**src/rtl/spis_avmm_seq.sv**
```systemverilog
// AVMM command sequencer for the SPI slave register/buffer block.
// Optional stall timeout: define SPIS_AVMM_SEQ_TIMEOUT_EN.
module spis_avmm_seq #(
  parameter int unsigned TIMEOUT_CYC = 1024,
  parameter logic [15:0] WBUF_BASE   = 16'h0200,
  parameter logic [15:0] RBUF_BASE   = 16'h1000
) (
  input  logic        s_avmm_clk,
  input  logic        s_avmm_rst,
  input  logic        avmm_transvld,
  input  logic        avmm_rdnwr,
  input  logic [7:0]  avmm_brstlen,
  input  logic [1:0]  avmm_sel,
  input  logic [16:0] avmm_offset,
  input  logic        wbuf_rd_empty,
  input  logic [31:0] reg_wdata,
  output logic        reg_read_pulse,
  output logic        reg_write,
  output logic [15:0] reg_addr,
  output logic [31:0] reg_rdata,
  output logic        avmmtransvld_up,
  output logic [1:0]  m_avmm_sel,
  output logic [18:0] m_avmm_address,
  output logic        m_avmm_write,
  output logic        m_avmm_read,
  output logic [31:0] m_avmm_writedata,
  input  logic        m_avmm_waitrequest,
  input  logic [31:0] m_avmm_readdata,
  input  logic        m_avmm_readdatavalid,
`ifdef SPIS_AVMM_SEQ_TIMEOUT_EN
  output logic        seq_timeout_err,
`endif
  output logic        seq_busy
);

  typedef enum logic [2:0] {
    IDLE,
    WR_POP,
    WR_DATA,
    RD_REQ,
    RD_WAIT,
    RD_PUSH,
    DONE,
    DONE_WAIT
  } state_e;

  state_e      state_q, state_d;
  logic [1:0]  sel_q, sel_d;
  logic [16:0] off_q, off_d;
  logic [7:0]  last_q, last_d;
  logic [7:0]  idx_q, idx_d;
  logic [31:0] wdata_q, wdata_d;
  logic [31:0] rdata_q, rdata_d;
  logic        last_beat;

  assign last_beat = (idx_q == last_q);

`ifdef SPIS_AVMM_SEQ_TIMEOUT_EN
  logic [15:0] stall_q, stall_d;
  logic        terr_q, terr_d;
  logic        tmo;
  assign tmo = (stall_q == 16'(TIMEOUT_CYC - 1));
  assign seq_timeout_err = terr_q;
`else
  logic unused_tmo;
  assign unused_tmo = ^TIMEOUT_CYC;
`endif

  // State and burst context registers.
  always_ff @(posedge s_avmm_clk or posedge s_avmm_rst) begin
    if (s_avmm_rst) begin
      state_q <= IDLE;
      sel_q   <= '0;
      off_q   <= '0;
      last_q  <= '0;
      idx_q   <= '0;
      wdata_q <= '0;
      rdata_q <= '0;
`ifdef SPIS_AVMM_SEQ_TIMEOUT_EN
      stall_q <= '0;
      terr_q  <= 1'b0;
`endif
    end else begin
      state_q <= state_d;
      sel_q   <= sel_d;
      off_q   <= off_d;
      last_q  <= last_d;
      idx_q   <= idx_d;
      wdata_q <= wdata_d;
      rdata_q <= rdata_d;
`ifdef SPIS_AVMM_SEQ_TIMEOUT_EN
      stall_q <= stall_d;
      terr_q  <= terr_d;
`endif
    end
  end

  // Next-state, beat bookkeeping and per-state strobes.
  always_comb begin
    state_d         = state_q;
    sel_d           = sel_q;
    off_d           = off_q;
    last_d          = last_q;
    idx_d           = idx_q;
    wdata_d         = wdata_q;
    rdata_d         = rdata_q;
    reg_read_pulse  = 1'b0;
    reg_write       = 1'b0;
    reg_addr        = '0;
    avmmtransvld_up = 1'b0;
    m_avmm_write    = 1'b0;
    m_avmm_read     = 1'b0;
`ifdef SPIS_AVMM_SEQ_TIMEOUT_EN
    terr_d          = terr_q;
`endif
    unique case (state_q)
      IDLE: begin
        if (avmm_transvld) begin
          sel_d   = avmm_sel;
          off_d   = avmm_offset;
          last_d  = avmm_brstlen;
          idx_d   = '0;
          state_d = avmm_rdnwr ? RD_REQ : WR_POP;
`ifdef SPIS_AVMM_SEQ_TIMEOUT_EN
          terr_d  = 1'b0;
`endif
        end
      end
      WR_POP: begin
        if (!wbuf_rd_empty) begin
          reg_read_pulse = 1'b1;
          reg_addr       = WBUF_BASE + {8'd0, idx_q};
          wdata_d        = reg_wdata;
          state_d        = WR_DATA;
        end
      end
      WR_DATA: begin
        m_avmm_write = 1'b1;
        if (!m_avmm_waitrequest) begin
          idx_d   = idx_q + 8'd1;
          off_d   = off_q + 17'd1;
          state_d = last_beat ? DONE : WR_POP;
        end
`ifdef SPIS_AVMM_SEQ_TIMEOUT_EN
        else if (tmo) begin
          state_d = DONE;
          terr_d  = 1'b1;
        end
`endif
      end
      RD_REQ: begin
        m_avmm_read = 1'b1;
        if (!m_avmm_waitrequest) begin
          if (m_avmm_readdatavalid) begin
            rdata_d = m_avmm_readdata;
            state_d = RD_PUSH;
          end else begin
            state_d = RD_WAIT;
          end
        end
`ifdef SPIS_AVMM_SEQ_TIMEOUT_EN
        else if (tmo) begin
          state_d = DONE;
          terr_d  = 1'b1;
        end
`endif
      end
      RD_WAIT: begin
        if (m_avmm_readdatavalid) begin
          rdata_d = m_avmm_readdata;
          state_d = RD_PUSH;
        end
`ifdef SPIS_AVMM_SEQ_TIMEOUT_EN
        else if (tmo) begin
          state_d = DONE;
          terr_d  = 1'b1;
        end
`endif
      end
      RD_PUSH: begin
        reg_write = 1'b1;
        reg_addr  = RBUF_BASE + {8'd0, idx_q};
        idx_d     = idx_q + 8'd1;
        off_d     = off_q + 17'd1;
        state_d   = last_beat ? DONE : RD_REQ;
      end
      DONE: begin
        avmmtransvld_up = 1'b1;
        state_d         = DONE_WAIT;
      end
      DONE_WAIT: begin
        if (!avmm_transvld) state_d = IDLE;
      end
      default: state_d = IDLE;
    endcase
  end

`ifdef SPIS_AVMM_SEQ_TIMEOUT_EN
  // Stall counter restarts on every state entry.
  always_comb begin
    stall_d = '0;
    if (state_d == state_q &&
        (state_q == WR_DATA || state_q == RD_REQ ||
         state_q == RD_WAIT))
      stall_d = stall_q + 16'd1;
  end
`endif

  assign reg_rdata        = rdata_q;
  assign m_avmm_sel       = sel_q;
  assign m_avmm_address   = {off_q, 2'b00};
  assign m_avmm_writedata = wdata_q;
  assign seq_busy         = (state_q != IDLE);

endmodule

```
**config.mk**
```make
export PLATFORM = sky130hd
export DESIGN_NAME = spis_avmm_seq
export DESIGN_NICKNAME = d
export VERILOG_FILES = /design/src/rtl/spis_avmm_seq.sv
export SDC_FILE = /design/constraint.sdc
export NUM_CORES = 1
export LEC_CHECK = 0
export BUFFER_PORTS_ARGS = -buffer_cell sky130_fd_sc_hd__buf_4
export CORE_UTILIZATION = 48
export CTS_CLUSTER_SIZE = 16
export DETAILED_ROUTE_END_ITERATION = 16
export PLACE_DENSITY_LB_ADDON = 0.2
export SLEW_MARGIN = 20
export SYNTH_ARGS = -nofsm -noshare
export SYNTH_HDL_FRONTEND = slang
export SYNTH_SLANG_ARGS = --single-unit
```
**constraint.sdc**
```tcl
create_clock -name s_avmm_clk -period 3.95 [get_ports s_avmm_clk]
set_input_delay 0.79 -clock s_avmm_clk [delete_from_list [all_inputs] [get_ports s_avmm_clk]]
set_output_delay 0.79 -clock s_avmm_clk [all_outputs]
set_load 0.005 [all_outputs]
```
==> metrics <==
worst path cell trace=inv_1 > a21oi_1 > and2_1 > buf_4; Synth Instances=~400; die span in y=102 µm; DRT Wirelength=about 12 mm; Worst Setup Start Kind=flop; post_cts resized=0; max-slew violation count=0; vias=~3.8k; Ports=205; Post-Route M1 WL=around 4.9 mm; Async S/R FF share, synth=1.00; Worst slew margin=0.319; Tcrit/Tclk final=0.792; first-pass GRT wire length=roughly 18 mm; met2 routed wirelength=5.64 mm; cell family with most CP delay=flip-flops; Yosys reg bits=about 100; CP Buf/Inv Count=2; CTS max path bufs=2; Syn Area/Cell=approximately 12 µm²; pre-CTS setup slack=about 1.2 ns; Primary FF master, synth=dfrtp_1; CTS Hold Bufs=0; clk_skew=0.0209 ns; XOR/XNOR share of the synthesized area=0.0219; Final ANT Viol Nets=0; antenna violations before repair=0; Diodes inserted=0; Top Metal Used=met4; Peak VDD IR=approximately 0.38 mV; worst setup margin=0.820 ns; Remaining Overflow, GRT=0; Total Routing Usage GR=0.229; I/O Buffers=a little under 200; Fin Setup TNS=0 ns; DR WL/cell=about 16 µm; arrival time worst endpoint=approximately 2.3 ns; largest net degree at the start of global routing=93; DR DRC count=0; vias in the first global route=3,729; Synth Area in Adders=0.00521; Synth Warn #=0; CP endpoint kind=output pin; Starting Density=0.494; Final Critical Period=3.13 ns; main combinational cell family by area after synthesis=multiplexers; slowest cell delay on critical path=0.78 ns; Worst Path Max Fanout=17; Pre-antenna DRT Iters=4; Hold Crit Class=input pin to asynchronous set/reset pin; DRT iter0 DRCs=~130; Netlist Area Pre-Place=4800 µm²; Post-Synth Simple-Gate Area=0.108; DR WL met3=roughly 920 µm; mux contribution to synthesized area=0.178; Post-CTS Setup Bufs=0; compound-cell area share of the yosys netlist=0.103; Nets=between 600 and 700; layout cell share with drive strength beyond 1=0.507; post-synthesis cell type count=48; post-synthesis sequential area ratio=0.531; status=finished, final reports clean; Cell Rows=36; WS Path Type=flop to output pin; Root Driver=clkbuf_8; EDFF count, synth=0; CTS Buf Count=9; vias per cell=5.25; Pwr per Cell Area=755 nW/µm²; Worst Path Required=between 3 and 4 ns; GP Congestion=about 0.79; unrepaired setup endpoints after global routing=false; H-Tree Depth=3; achievable frequency=about 0.32 GHz; post-DP HPWL=~8.6 mm; clk_lat worst skew=~0.36 ns; slowest CP cell=dfrtp_1; DIE WIDTH=102 µm; Worst Tran Pin Value=approximately 1.0 ns; Fin. Hold Viols=0; clk sinks=about 100; max-cap viol count=0; Core Area=approximately 9700 µm²; Leakage=slightly above 3 nW; Synth-to-Final Area Change=34.6%; CTS tree=yes; clock-pin slew on the worst setup and hold paths=0.10 ns; final setup fails=0; filler instances=between 700 and 800; Die ar.=~10,000 µm²
## kinds of logic after synthesis
kind of cell | Yosys count
buffers and inverters | 37
and+or+nand+nor | 94
muxes | 76
AOI/OAI and AO/OA | 77
DFF | 102
xor gates and xnor gates | 12
adders and majority gates | 2
other | 1
## metal layers
layer | vias up | GRT usage
met5 | - | 0
met4 | 0 | 0.0791
met3 | 15 | 0.0698
met2 | 143 | 0.369
met1 | 1850 | 0.295
li1 | 1796 | -
## cell type report
class	count	area (µm²)	area share
Sequential cell	102	2550	0.395
Inverter	5	21.3	0.00329
Clock buffer	9	124	0.0192
Timing Repair Buffer	200	1510	0.234
Multi-Input combinational cell	269	2030	0.314
Tap cell	133	166	0.0257
Clock inverter	7	56.3	0.00871
## cell usage after synthesis (2+ instances only)
master,n,area share
and2_1,8,0.010
nor3_2,2,0.0042
xor2_1,12,0.022
nor4b_4,2,0.0099
inv_1,5,0.0039
a21oi_1,23,0.024
buf_6,7,0.016
nand4_1,3,0.0039
nor2_1,19,0.015
o2bb2a_1,2,0.0042
nor4_1,2,0.0026
a2bb2oi_1,5,0.0091
o2111ai_1,2,0.0036
o21ai_0,14,0.015
a31oi_1,7,0.0091
nor3_1,4,0.0042
dfrtp_1,102,0.53
nand3_1,13,0.014
a211oi_1,2,0.0031
o22ai_1,6,0.0078
buf_4,12,0.019
nand2_1,23,0.018
clkbuf_1,2,0.0016
nor3b_1,2,0.0031
or3_1,2,0.0026
o22a_1,3,0.0055
mux2_2,74,0.17
buf_2,11,0.011
mux2i_1,2,0.0042
o21ai_1,4,0.0042
and3_1,8,0.010
ha_1,2,0.0052
## layout by cell type (no fill, tap or decap), types with 9 or more instances in the layout
master    instances
a21oi_1          23
buf_4           199
clkbuf_8          9
dfrtp_1         102
mux2_2           74
nand2_1          23
nand3_1          13
nor2_1           19
o21ai_0          14
xor2_1           12
## final timing paths
path | depth (start not counted) | startpoint | slack [ns] | to
max reg2reg | 5 | state_q[2]$_DFFE_PP0P_ | 1.41 | off_q[0]$_DFFE_PP0P_
min reg2reg | 1 | reg_rdata[11]$_DFFE_PP0P_ | 0.51 | reg_rdata[11]$_DFFE_PP0P_
min | 2 | s_avmm_rst | 0.33 | reg_rdata[4]$_DFFE_PP0P_
max in group asynchronous | 3 | s_avmm_rst | 2.90 | off_q[9]$_DFFE_PP0P_
max | 4 | state_q[2]$_DFFE_PP0P_ | 0.82 | reg_addr[7]
min in group s_avmm_clk | 1 | reg_rdata[11]$_DFFE_PP0P_ | 0.51 | reg_rdata[11]$_DFFE_PP0P_
## where the power goes
part           switching, W  internal (W)  total (W)
sequential         0.000436       0.00156    0.00200
combinational      0.000943       0.00132    0.00227
clock              0.000378      0.000239   0.000617
total               0.00176       0.00312    0.00488
## through the flow
step,cells,utilization,power [W],cell area [µm²],hold slack [ns]
4_1_cts,725,0.665,0.00493,6470,0.307
2_1_floorplan,408,-,0.00330,4830,0.499
6_report,725,0.665,0.00488,6470,0.326
3_3_place_gp,709,0.646,0.00420,6290,0.492
3_5_place_dp,709,0.646,0.00430,6290,0.495
5_1_grt,725,0.665,0.00526,6470,0.305
## state kept, by name, indices dropped and copies added, names as in the netlist
signal,cells
idx_q,8
m_avmm_sel,2
reg_rdata,32
state_q,3
off_q,17
last_q,8
m_avmm_writedata,32
(Power assumes the default switching activity.)
